### src/rtl/i2c_controller.sv
// Byte-level I2C initiator: START / WRITE / READ / STOP commands with target clock stretching.
// Define I2C_CONTROLLER_ARB_LOST_EN to add arbitration-loss detection and abort.
module i2c_controller #(
  parameter int unsigned CLK_DIV = 25
) (
  input  logic       clk,
  input  logic       rst_n,
  input  logic       cmd_valid,
  output logic       cmd_ready,
  input  logic [2:0] cmd,
  input  logic [7:0] tx_data,
  input  logic       ack_en,
  output logic       rsp_valid,
  output logic [7:0] rx_data,
  output logic       rx_nack,
  output logic       arb_lost,
  output logic       busy,
  output logic       scl_o,
  output logic       sda_o,
  input  logic       scl_i,
  input  logic       sda_i
);

  localparam logic [2:0] StIdle   = 3'd0;
  localparam logic [2:0] StStart  = 3'd1;
  localparam logic [2:0] StBit    = 3'd2;
  localparam logic [2:0] StAckBit = 3'd3;
  localparam logic [2:0] StStop   = 3'd4;

  localparam logic [7:0] QEnd = 8'(CLK_DIV - 1);

  logic [2:0] state_q, state_d;
  logic [1:0] qtr_q, qtr_d;
  logic [7:0] cnt_q, cnt_d;
  logic [2:0] bit_q, bit_d;
  logic       rd_q, rd_d;
  logic [6:0] tx_q, tx_d;
  logic       ack_q, ack_d;
  logic [7:0] sh_q, sh_d;
  logic       nack_q, nack_d;
  logic       scl_q, scl_d;
  logic       sda_q, sda_d;
  logic       rsp_q, rsp_d;
  logic [7:0] rx_data_q, rx_data_d;
  logic       rx_nack_q, rx_nack_d;
  logic       busy_q, busy_d;

  // While SCL is released the quarter only advances once the line is actually high.
  logic count_en, tick;
  assign count_en = !(scl_q && !scl_i);
  assign tick     = count_en && (cnt_q == QEnd);

`ifdef I2C_CONTROLLER_ARB_LOST_EN
  logic arb_q, arb_d;
  logic abort;
  assign abort = sda_q && !sda_i &&
                 ((state_q == StStart && (qtr_q == 2'd1 || qtr_q == 2'd2)) ||
                  (state_q == StBit && !rd_q && tick && qtr_q == 2'd2));
  assign arb_lost = arb_q;
`else
  assign arb_lost = 1'b0;
`endif

  always_comb begin
    state_d   = state_q;
    qtr_d     = qtr_q;
    cnt_d     = cnt_q;
    bit_d     = bit_q;
    rd_d      = rd_q;
    tx_d      = tx_q;
    ack_d     = ack_q;
    sh_d      = sh_q;
    nack_d    = nack_q;
    scl_d     = scl_q;
    sda_d     = sda_q;
    rsp_d     = 1'b0;
    rx_data_d = rx_data_q;
    rx_nack_d = rx_nack_q;
    busy_d    = busy_q;

    if (state_q != StIdle && count_en) cnt_d = tick ? 8'd0 : cnt_q + 8'd1;

    case (state_q)
      StIdle: begin
        if (cmd_valid) begin
          cnt_d = 8'd0;
          qtr_d = 2'd0;
          bit_d = 3'd0;
          case (cmd)
            3'd1: begin
              state_d = StStart;
              busy_d  = 1'b1;
              scl_d   = 1'b1;
              sda_d   = 1'b1;
            end
            3'd2: begin
              state_d = StBit;
              rd_d    = 1'b0;
              tx_d    = tx_data[6:0];
              scl_d   = 1'b0;
              sda_d   = tx_data[7];
            end
            3'd3: begin
              // All-ones shift pattern keeps SDA released through the data slots.
              state_d = StBit;
              rd_d    = 1'b1;
              tx_d    = 7'h7f;
              ack_d   = ack_en;
              scl_d   = 1'b0;
              sda_d   = 1'b1;
            end
            3'd4: begin
              state_d = StStop;
              scl_d   = 1'b0;
              sda_d   = 1'b0;
            end
            default: ;
          endcase
        end
      end
      StStart: begin
        if (tick) begin
          qtr_d = qtr_q + 2'd1;
          case (qtr_q)
            2'd1: sda_d = 1'b0;
            2'd2: scl_d = 1'b0;
            2'd3: begin
              state_d = StIdle;
              rsp_d   = 1'b1;
            end
            default: ;
          endcase
        end
      end
      StBit, StAckBit: begin
        if (tick) begin
          qtr_d = qtr_q + 2'd1;
          case (qtr_q)
            2'd1: scl_d = 1'b1;
            2'd2: begin
              if (state_q == StAckBit) nack_d = sda_i;
              else if (rd_q)           sh_d   = {sh_q[6:0], sda_i};
            end
            2'd3: begin
              scl_d = 1'b0;
              if (state_q == StAckBit) begin
                state_d = StIdle;
                rsp_d   = 1'b1;
                if (rd_q) rx_data_d = sh_q;
                else      rx_nack_d = nack_q;
              end else if (bit_q == 3'd7) begin
                state_d = StAckBit;
                sda_d   = rd_q ? ~ack_q : 1'b1;
              end else begin
                bit_d = bit_q + 3'd1;
                sda_d = tx_q[3'd6 - bit_q];
              end
            end
            default: ;
          endcase
        end
      end
      StStop: begin
        if (tick) begin
          qtr_d = qtr_q + 2'd1;
          case (qtr_q)
            2'd0: scl_d = 1'b1;
            2'd1: sda_d = 1'b1;
            2'd3: begin
              state_d = StIdle;
              rsp_d   = 1'b1;
              busy_d  = 1'b0;
            end
            default: ;
          endcase
        end
      end
      default: state_d = StIdle;
    endcase

`ifdef I2C_CONTROLLER_ARB_LOST_EN
    arb_d = arb_q;
    if (state_q == StIdle && cmd_valid) arb_d = 1'b0;
    if (abort) begin
      state_d = StIdle;
      scl_d   = 1'b1;
      sda_d   = 1'b1;
      busy_d  = 1'b0;
      rsp_d   = 1'b1;
      arb_d   = 1'b1;
    end
`endif
  end

  always_ff @(posedge clk or negedge rst_n) begin
    if (!rst_n) begin
      state_q   <= StIdle;
      qtr_q     <= 2'd0;
      cnt_q     <= 8'd0;
      bit_q     <= 3'd0;
      rd_q      <= 1'b0;
      tx_q      <= 7'h7f;
      ack_q     <= 1'b0;
      sh_q      <= 8'd0;
      nack_q    <= 1'b0;
      scl_q     <= 1'b1;
      sda_q     <= 1'b1;
      rsp_q     <= 1'b0;
      rx_data_q <= 8'd0;
      rx_nack_q <= 1'b0;
      busy_q    <= 1'b0;
    end else begin
      state_q   <= state_d;
      qtr_q     <= qtr_d;
      cnt_q     <= cnt_d;
      bit_q     <= bit_d;
      rd_q      <= rd_d;
      tx_q      <= tx_d;
      ack_q     <= ack_d;
      sh_q      <= sh_d;
      nack_q    <= nack_d;
      scl_q     <= scl_d;
      sda_q     <= sda_d;
      rsp_q     <= rsp_d;
      rx_data_q <= rx_data_d;
      rx_nack_q <= rx_nack_d;
      busy_q    <= busy_d;
    end
  end

`ifdef I2C_CONTROLLER_ARB_LOST_EN
  always_ff @(posedge clk or negedge rst_n) begin
    if (!rst_n) arb_q <= 1'b0;
    else        arb_q <= arb_d;
  end
`endif

  assign cmd_ready = (state_q == StIdle);
  assign rsp_valid = rsp_q;
  assign rx_data   = rx_data_q;
  assign rx_nack   = rx_nack_q;
  assign busy      = busy_q;
  assign scl_o     = scl_q;
  assign sda_o     = sda_q;

endmodule
### config.mk
export PLATFORM = sky130hd
export DESIGN_NAME = i2c_controller
export DESIGN_NICKNAME = d
export VERILOG_FILES = /design/src/rtl/i2c_controller.sv
export SDC_FILE = /design/constraint.sdc
export NUM_CORES = 1
export LEC_CHECK = 0
export BUFFER_PORTS_ARGS = -buffer_cell sky130_fd_sc_hd__buf_2
export CAP_MARGIN = 30
export CORE_MARGIN = 2
export CORE_UTILIZATION = 49
export DETAILED_ROUTE_END_ITERATION = 8
export GPL_TIMING_DRIVEN = 0
export HOLD_SLACK_MARGIN = 0.08
export PLACE_DENSITY = 0.79
export SYNTH_ARGS = -nofsm -noshare
export SYNTH_HDL_FRONTEND = slang
export SYNTH_SLANG_ARGS = --single-unit
export TNS_END_PERCENT = 30
### constraint.sdc
create_clock -name clk -period 3.3 [get_ports clk]
set_input_delay 0.825 -clock clk [delete_from_list [all_inputs] [get_ports clk]]
set_output_delay 0.825 -clock clk [all_outputs]
set_load 0.02 [all_outputs]
==> results of run 1 <==
==> through the flow <==
stage	util, %	total power (W)	instances	setup WS, ns
after global placement	55.1	0.00147	347	0.553
after CTS	57.8	0.00194	356	0.823
final	57.8	0.00193	356	0.818
after floorplan	-	0.00132	247	1.02
after global routing	57.8	0.00206	356	0.719
after detailed placement	55.5	0.00150	348	0.576
==> kinds of logic (layout without fill, tap and decap cells) <==
family | after synthesis | count (layout) | synth area share [%]
flops | 47 | 47 | 46.4
buf+inv | 19 | 58 | 4.21
xor+xnor | 8 | 8 | 2.74
simple gates | 93 | 93 | 19.6
compound gates | 43 | 43 | 10.3
other cells | 1 | 1 | 0.147
fa+ha+maj | 9 | 9 | 4.40
mux | 27 | 27 | 12.2
==> sequential cells by signal, indices dropped and copies added, names as in the netlist <==
name	cells
ack_q	1
rx_nack	1
bit_q	3
qtr_q	2
sh_q	8
cnt_q	8
rd_q	1
nack_q	1
tx_q	7
busy	1
rsp_valid	1
scl_o	1
sda_o	1
rx_data	8
state_q	3
==> cell usage after synthesis (3+ instances only) <==
library cell | count | area share [%]
dfstp_2 | 9 | 9.2
nand2_1 | 23 | 3.4
a21oi_1 | 11 | 2.2
and3_1 | 5 | 1.2
clkbuf_1 | 5 | 0.73
nand4_1 | 6 | 1.5
mux2_2 | 24 | 11
nand2b_1 | 6 | 1.5
nor2b_1 | 5 | 1.2
xor2_1 | 4 | 1.4
a31oi_1 | 6 | 1.5
o21ai_0 | 13 | 2.5
xnor2_1 | 4 | 1.4
inv_1 | 9 | 1.3
nor3_1 | 3 | 0.59
buf_6 | 3 | 1.3
ha_1 | 9 | 4.4
nor2_1 | 29 | 4.3
dfrtp_1 | 38 | 37
nand3_1 | 4 | 0.78
==> power breakdown <==
group / internal (W) / switching [W] / leakage, nW
Combinational: 0.000286 / 0.000377 / 0.741
Clock: 0.000228 / 0.000204 / 0.0548
Sequential: 0.000726 / 0.000105 / 0.611
==> layer usage <==
layer  track usage (%)  part of all wire (%)
met1              24.0                    45
met2              28.2                    48
met3              4.62                   4.8
met4              8.00                   2.1
met5                 0                     0
==> layout make-up <==
| class | instances | area (um2) |
|---|---|---|
| Sequential cell | 47 | 1190 |
| Fill cell | 471 | 2140 |
| Buffer | 10 | 73.8 |
| Tap cell | 70 | 87.6 |
| Multi-Input combinational cell | 181 | 1260 |
| Clock buffer | 5 | 68.8 |
| Clock inverter | 3 | 46.3 |
| Inverter | 9 | 33.8 |
| Timing Repair Buffer | 31 | 170 |
==> worst paths after layout <==
path	depth (start not counted)	from	to	slack [ns]
max	3	state_q[2]$_DFFE_PN0P_	cmd_ready	0.82
min	1	rst_n	sh_q[5]$_DFFE_PN0P_	0.48
max reg2reg	6	state_q[1]$_DFFE_PN0P_	bit_q[0]$_DFFE_PN0P_	1.00
min reg2reg	2	tx_q[6]$_DFFE_PN1P_	tx_q[6]$_DFFE_PN1P_	0.48
max in group asynchronous	2	rst_n	tx_q[4]$_DFFE_PN1P_	2.23
min in group clk	2	tx_q[6]$_DFFE_PN1P_	tx_q[6]$_DFFE_PN1P_	0.48
==> out/metrics.cfg, run 1 <==
[synth]
synth_enable_flop_cells = 0
synth.cell_area_um2 = 2560
synthFlopType = dfrtp_1
synth-async-reset-ratio_pct = 100
avgSynthCellArea_um2 = 10.4
ys_seq_elements = 47
synthesis.instances = 247
synth_seq_area_share_pct = 46.4
synth_cell_types = 45
synth_warnings = 0
syn-num-nets = 273

[worst_setup_path]
path_cells = buf_6 > nor3_1 > buf_2
slowest_delay_ns = 0.48
path_buf_inv = 2
crit_slowest_cell = nor3_1
cp_max_fo = 10
crit_path_start_kind = flop
worstPathArrival_ns = 1.66
path_class = reg2out
path_delay_family = simple AND/OR/NAND/NOR gates
endpoint_kind = output pin
cp_data_required_time_ns = 2.47

[grt]
grt_pass1_vias = 1837
grt_antenna_before_repair = 0
grt_pass1_wl_um = 8490
grt_max_degree = 28
overflow = 0
grt_usage_pct = 18.1

[detailed_routing]
wl_per_cell_um = 13.8
ant_nets = 0
drtIter0Drc = 140
drc = 0
via_per_inst = 5.38
first_pass_iters = 4
wl_um = 4900
via_count = 1916

[timing]
max-slew-margin-rel_pct = 58.8
fin_crit_sh_pct = 75.2
fmax_mhz = 403
fin_skew_ns = 0.0107
setup_tns_ns = 0
final-hold-violation-count = 0
final-setup-viol-count = 0
worst_pin_slew_ns = 0.614
drv_slew = 0
rsz0062_at_grt = false
post-route-min-period_ns = 2.48
hold_ws_ns = 0.476

[clock_tree]
cts.path.max_buffers = 2
clkLatencyLatePin_ns = 0.30
root_buffer = clkbuf_8
cts-buffers-inserted = 5
cts-resized-gates = 0
post_cts_buffers = 0
cts_tree = yes
cts.reportedPaths.clkPinSlew_ns = 0.10
htreeDepth = 2
clock_sinks = 47
postCtsHoldBufs = 0

[cells_and_area]
final_cell_mix = 38 x dfrtp_1, 30 x buf_2, 29 x nor2_1
final_common_cell = dfrtp_1
finalNetCount = 311
final_cell_area_um2 = 2930
area_delta_synth_final_pct = 14.6
n_antenna_cell = 0
drive_above_1_share_pct = 30.4

[place]
gp_congestion = 0.873
port_buffers = 30
dpl_cell_area_um2 = 2820
hpwl_um = 3690

[floorplan]
dieArea_um2 = 5820
fp.coreArea_um2 = 5070
die_h_um = 76.3
rows = 26
die_w_um = 76.3
pin_count = 32
start_util_pct = 50.4

[power_and_ir_drop]
p_leak_nw = 1.41
power_density_nw_per_um2 = 657
ir_worst_vdd_v = 0.000382

[run]
maxCapViolCount = 0

[status]
run_status = finished clean

[worst_hold_path]
hp-class = in2async

No activity file was read; power rests on OpenSTA's default activity.
==> inputs of run 2 (changes only) <==
--- a/config.mk
+++ b/config.mk
@@ -5,6 +5,7 @@
 export SDC_FILE = /design/constraint.sdc
 export NUM_CORES = 1
 export LEC_CHECK = 0
+export ABC_AREA = 1
 export BUFFER_PORTS_ARGS = -buffer_cell sky130_fd_sc_hd__buf_2
 export CAP_MARGIN = 30
 export CORE_MARGIN = 2
==> constraint.sdc (replaced) <==
create_clock -name clk -period 2.4 [get_ports clk]
set_input_delay 0.6 -clock clk [delete_from_list [all_inputs] [get_ports clk]]
set_output_delay 0.6 -clock clk [all_outputs]
set_load 0.02 [all_outputs]
==> out/metrics.cfg, run 2 <==
[cells_and_area]
drive_above_1_share_pct = 25.3  ; -5.1 points
stdcell_count = 463  ; +30%
multi_input_area_um2 = 1290  ; +2.1%
area_delta_synth_final_pct = 13.4
final_cell_area_um2 = 3180  ; +8.4%
n_antenna_cell = 0  ; unchanged
final_cell_mix = 78 x nand2_1, 65 x inv_1, 38 x dfrtp_1
fin_util_pct = 57.7  ; about the same
area.sequential_um2 = 1190  ; unchanged
num-fill-cells = 488  ; +3.6%
final_common_cell = nand2_1
finalNetCount = 416  ; +34%

[worst_setup_path]
path_class = reg2out
cp_max_fo = 10  ; unchanged
crit_slowest_cell = dfrtp_1
worstPathArrival_ns = 1.42  ; -0.24 ns
slowest_delay_ns = 0.49  ; about the same
endpoint_kind = output pin
path_buf_inv = 2  ; unchanged
cp_data_required_time_ns = 1.80  ; -0.67 ns
crit_path_start_kind = flop
path_cells = nor2_4 > nand2_8 > inv_4 > buf_2
path_delay_family = flip-flops

[synth]
synth_cell_types = 37  ; -18%
synth.area.top_cells = dfrtp_1 34%, nand2_1 10%, inv_1 8.7%
synth_warnings = 0  ; unchanged
synth_adder_area_share_pct = 4.02  ; -0.38 points
synth_top_family_by_area = simple AND/OR/NAND/NOR gates
synthesis.instances = 352  ; +43%
synthFlopType = dfrtp_1
synth_commonest_cells = 78 x nand2_1, 65 x inv_1, 38 x dfrtp_1, 27 x nor2_1, 23 x nand3_1
synth_xor_area_share_pct = 0  ; -2.7 points
synth.cell_area_um2 = 2800  ; +9.5%
yosysMostFrequentCell = nand2_1
synth_top_area_share_pct = 33.9  ; -3.2 points
ys_seq_elements = 47  ; unchanged
synth_compound_area_share_pct = 12.4  ; +2.1 points
synth_seq_area_share_pct = 42.4  ; -4.0 points
synth-async-reset-ratio_pct = 100  ; unchanged
synthSimpleGateAreaFrac_pct = 29.1  ; +9.5 points
synth_enable_flop_cells = 0  ; unchanged
synthMuxAreaShare_pct = 0.402  ; -12 points
synth_top_cell_by_area = dfrtp_1
avgSynthCellArea_um2 = 7.96  ; -23%
syn-num-nets = 378  ; +38%

[floorplan]
start_util_pct = 50.9  ; +0.48 points
pin_count = 32  ; unchanged
die_h_um = 79.6  ; +4.4%
rows = 27  ; +3.8%
die_w_um = 79.6  ; +4.4%
fp.coreArea_um2 = 5510  ; +8.5%
dieArea_um2 = 6340  ; +9.0%

[grt]
grtUsageMet2_pct = 31.7  ; +3.5 points
met1_usage_pct = 24.1  ; +0.099 points
grt_antenna_before_repair = 0  ; unchanged
grt_usage_pct = 19.1  ; +0.96 points
grt_use_met3_pct = 5.09  ; +0.47 points
busiest_layer = met2
grt_pass1_wl_um = 9320  ; +9.7%
grt_max_degree = 36  ; +29%
overflow = 0  ; unchanged
grt_pass1_vias = 2181  ; +19%

[timing]
setup_tns_ns = 0  ; unchanged
rsz0062_at_grt = false
worst_pin_slew_ns = 0.558  ; -0.0562 ns
final-hold-violation-count = 0  ; unchanged
fin_skew_ns = 0.00606  ; -0.00464 ns
final-setup-viol-count = 0  ; unchanged
post-route-min-period_ns = 2.02
drv_slew = 0  ; unchanged
max-slew-margin-rel_pct = 62.7  ; +3.9 points
fmax_mhz = 495
fin_crit_sh_pct = 84.1

[clock_tree]
root_buffer = clkbuf_8
cts-buffers-inserted = 5  ; unchanged
clock_sinks = 47  ; unchanged
htreeDepth = 2  ; unchanged
clkLatencyLatePin_ns = 0.31  ; about the same
cts.path.max_buffers = 2  ; unchanged
postCtsHoldBufs = 0  ; unchanged
cts_tree = yes
cts-resized-gates = 0  ; unchanged
post_cts_buffers = 0  ; unchanged
cts.reportedPaths.clkPinSlew_ns = 0.09  ; about the same

[power_and_ir_drop]
ir_worst_vdd_v = 0.000738  ; +93%
p_leak_nw = 1.55  ; +10%
p_total_w = 0.00329  ; +71%
power_density_nw_per_um2 = 1040  ; +58%

[status]
run_status = finished clean

[detailed_routing]
via_per_inst = 4.91  ; -8.8%
wl_um = 5320  ; +8.5%
drc = 0  ; unchanged
via_count = 2273  ; +19%
first_pass_iters = 4  ; unchanged
drtIter0Drc = 117  ; -16%
ant_nets = 0  ; unchanged
wl_per_cell_um = 11.5  ; -17%

[place]
gp_congestion = 0.947  ; +8.5%
port_buffers = 30  ; unchanged
hpwl_um = 4020  ; +9.1%
dpl.cell_count = 455  ; +31%
dpl_cell_area_um2 = 3060  ; +8.8%

[run]
maxCapViolCount = 0  ; unchanged

[worst_hold_path]
hp-class = in2async

-- run 2: changes by cell type after synthesis, moves of 6 or more --
cell      before  now
a31oi_1        6    0
inv_1          9   65
inv_2          0    7
mux2_2        24    1
nand2_1       23   78
nand2b_1       6    0
nand3_1        4   23
nor2_4         0    7
o21ai_1        0   15
o21ai_2        0   10
-- run 2: final cells by class --
cell class / count / area share [%]
Clock buffer: 5 / 2.17
Tap cell: 72 / 2.83
Inverter: 75 / 9.06
Multi-Input combinational cell: 226 / 40.6
Buffer: 4 / 1.18
Sequential cell: 47 / 37.4
Clock inverter: 3 / 1.46
Timing Repair Buffer: 31 / 5.35
-- run 2: kinds of logic after synthesis --
group	Yosys count
other	1
DFF	47
buffers and inverters	79
muxes	1
adders and majority gates	9
AOI/OAI and AO/OA	57
and+or+nand+nor	158
-- run 2: path summary, 6_finish.rpt --
| path | from | end | slack (ns) | depth (start not counted) |
|---|---|---|---|---|
| setup / recovery | state_q[1]$_DFFE_PN0P_ | cmd_ready | 0.38 | 4 |
| hold / removal | rst_n | cnt_q[5]$_DFF_PN0_ | 0.18 | 1 |
| setup reg to reg | cnt_q[0]$_DFF_PN0_ | state_q[0]$_DFFE_PN0P_ | 0.64 | 9 |
| hold reg to reg | sda_o$_DFFE_PN1P_ | sda_o$_DFFE_PN1P_ | 0.47 | 2 |
| max in group asynchronous | rst_n | tx_q[0]$_DFFE_PN1P_ | 1.66 | 2 |
| min in group clk | sda_o$_DFFE_PN1P_ | sda_o$_DFFE_PN1P_ | 0.47 | 2 |
-- run 2: stage by stage --
step           hold slack [ns]  setup slack (ns)
6_report                 0.180             0.381
5_1_grt                  0.185             0.299
4_1_cts                  0.178             0.374
3_5_place_dp             0.453             0.474
3_3_place_gp             0.460             0.497
2_1_floorplan            0.304             0.786
-- run 2: per-layer routing --
metal  up-vias  wire [um]
met3        10        248
li1       1173          -
met5         -          0
met2        45       2570
met4         0         80
met1      1045       2420
-- run 2: worst reg2reg max path: stages, from the launching register on --
cell	delay [ns]
dfrtp_1	0.43
inv_1	0.10
ha_1	0.14
inv_1	0.04
nor2_1	0.12
nand3_2	0.20
nand2_1	0.18
nand3b_1	0.16
o21ai_0	0.22
nand2_1	0.08
-- run 2: power breakdown --
part	switching (W)	leakage, nW	internal, W
clock	0.000288	0.0548	0.000314
combinational	0.00100	0.928	0.000506
sequential	0.000165	0.564	0.00102
total	0.00145	1.55	0.00183
==> inputs of run 3 (changes only) <==
==> constraint.sdc (replaced) <==
create_clock -name clk -period 1.9 [get_ports clk]
set_input_delay 0.475 -clock clk [delete_from_list [all_inputs] [get_ports clk]]
set_output_delay 0.475 -clock clk [all_outputs]
set_load 0.02 [all_outputs]
==> out/metrics.cfg, run 3 (synthesis gave the netlist of run 2 again) <==
[status]
run_status = finished clean

[timing]
final-hold-violation-count = 0  ; unchanged
max-slew-margin-rel_pct = 62.7  ; unchanged
worst_pin_slew_ns = 0.558  ; -0.000000596 ns
post-route-min-period_ns = 1.86
fin_crit_sh_pct = 97.9
drv_slew = 0  ; unchanged
rsz0062_at_grt = true
setup_ws_ns = 0.0400  ; -0.341 ns
final-setup-viol-count = 0  ; unchanged
fmax_mhz = 538
fin_skew_ns = 0.00545  ; -0.000602 ns

[worst_setup_path]
cp_data_required_time_ns = 1.42  ; -0.38 ns
crit_start = state_q[0]$_DFFE_PN0P_
reg2reg_from = cnt_q[0]$_DFF_PN0_
cp_max_fo = 10  ; unchanged
slowest_delay_ns = 0.47  ; -0.02 ns
crit_path_start_kind = flop
r2r-end = state_q[0]$_DFFE_PN0P_
path_cells = nor2_4 > nand2_8 > inv_4 > buf_2
r2r_cells = 9  ; unchanged
rrSetupSlack_ns = 0.13  ; -0.51 ns
path_class = reg2out
endpoint_kind = output pin
crit_slowest_cell = dfrtp_2
worstPathArrival_ns = 1.39  ; -0.03 ns

[cells_and_area]
drive_above_1_share_pct = 26.1  ; +0.82 points
n_antenna_cell = 0  ; unchanged
area_delta_synth_final_pct = 14.4
final_common_cell = nand2_1
final_cell_mix = 78 x nand2_1, 65 x inv_1, 36 x dfrtp_1
finalNetCount = 419  ; +0.72%

[clock_tree]
clock_sinks = 47  ; unchanged
root_buffer = clkbuf_8
htreeDepth = 2  ; unchanged
cts.path.max_buffers = 2  ; unchanged
clkLatencyLatePin_ns = 0.31  ; about the same
cts.reportedPaths.clkPinSlew_ns = 0.09  ; about the same
cts-buffers-inserted = 5  ; unchanged
cts_tree = yes

[place]
dp_slack_ns = 0.0988  ; -0.375 ns
hpwl_um = 4020  ; unchanged
port_buffers = 30  ; unchanged
gp_congestion = 0.947  ; unchanged

[detailed_routing]
ant_nets = 0  ; unchanged
wl_met1_um = 2440  ; +0.45%
via_count = 2288  ; +0.66%
wl_um = 5370  ; +0.92%
drc = 0  ; unchanged
wl_met2_um = 2590  ; +0.74%
via_per_inst = 4.91  ; about the same
top_layer_used = met4
wl_per_cell_um = 11.5  ; +0.27%
first_pass_iters = 4  ; unchanged
drtIter0Drc = 90  ; -23%
dr_wl_met3_um = 266  ; +7.3%

[power_and_ir_drop]
power_density_nw_per_um2 = 1310  ; +26%
p_total_w = 0.00419  ; +27%
ir_worst_vdd_v = 0.000934  ; +26%
p_leak_nw = 1.56  ; +0.76%

[grt]
grt_max_degree = 36  ; unchanged
grt_pass1_wl_um = 9320  ; unchanged
grt_pass1_vias = 2181  ; unchanged
grt_antenna_before_repair = 0  ; unchanged
overflow = 0  ; unchanged
grt_usage_pct = 19.1  ; unchanged

[floorplan]
rows = 27  ; unchanged
dieArea_um2 = 6340  ; unchanged
die_w_um = 79.6  ; unchanged
pin_count = 32  ; unchanged
fp.coreArea_um2 = 5510  ; unchanged
start_util_pct = 50.9  ; unchanged
die_h_um = 79.6  ; unchanged

[worst_hold_path]
hp-class = in2reg
hp-start = tx_data[5]
hold_end = tx_q[5]$_DFFE_PN1P_
hold_depth = 3

[run]
maxCapViolCount = 0  ; unchanged

-- run 3: layout make-up --
cell class,count,area (um2)
buffer,4,37.5
clock buffer,5,68.8
clock inverter,3,46.3
fill,487,2300
inverter,75,288
multi-input combinational,226,1290
sequential,47,1190
tap,72,90.1
timing repair buffer,34,195
-- run 3: power by group --
part,internal [W],switching [W]
Clock,0.000397,0.000366
Sequential,0.00129,0.000202
Combinational,0.000659,0.00128
-- run 3: critical path: cells and delay by family, from the launching register on --
family        cells  cell delay (ns)
buf+inv           2             0.26
flops             1             0.47
simple gates      2             0.34
-- run 3: what timing repair did --
action | CTS | global route
gates resized for setup | 1 | 1
hold endpoints to repair | 11 | 0
setup buffers | 0 | 2
pin swaps | 0 | 2
hold buffers | 1 | 0
setup endpoints to repair | 1 | 5
-- run 3: worst max-delay path by stage --
stage | slack [ns] | endpoint | cells past startpoint
2_1_floorplan | 0.34 | rx_data[6]$_DFFE_PN0P_ | 8
3_3_place_gp | 0.12 | ack_q$_DFFE_PN0P_ | 6
3_5_place_dp | 0.1 | ack_q$_DFFE_PN0P_ | 6
4_1_cts | 0.03 | cmd_ready | 4
5_1_grt | -0.005 | rx_data[5]$_DFFE_PN0P_ | 10
6_report | 0.04 | cmd_ready | 4
-- run 3: routing by layer --
layer  GRT usage, %  up-vias
li1               -     1179
met1           24.1     1052
met2           31.7       47
met3           4.98       10
met4           6.38        0
met5              0        -
-- run 3: per-stage QoR --
step | std cells | TNS, ns | area [um2] | util [%] | hold slack, ns
floorplan | 352 | 0 | 2800 | - | 0.179
global placement | 454 | 0 | 3040 | 55.3 | 0.460
detailed placement | 455 | 0 | 3060 | 55.6 | 0.396
CTS | 464 | 0 | 3190 | 57.9 | 0.403
global route | 466 | -0.00674 | 3210 | 58.2 | 0.409
finish | 466 | 0 | 3210 | 58.2 | 0.412
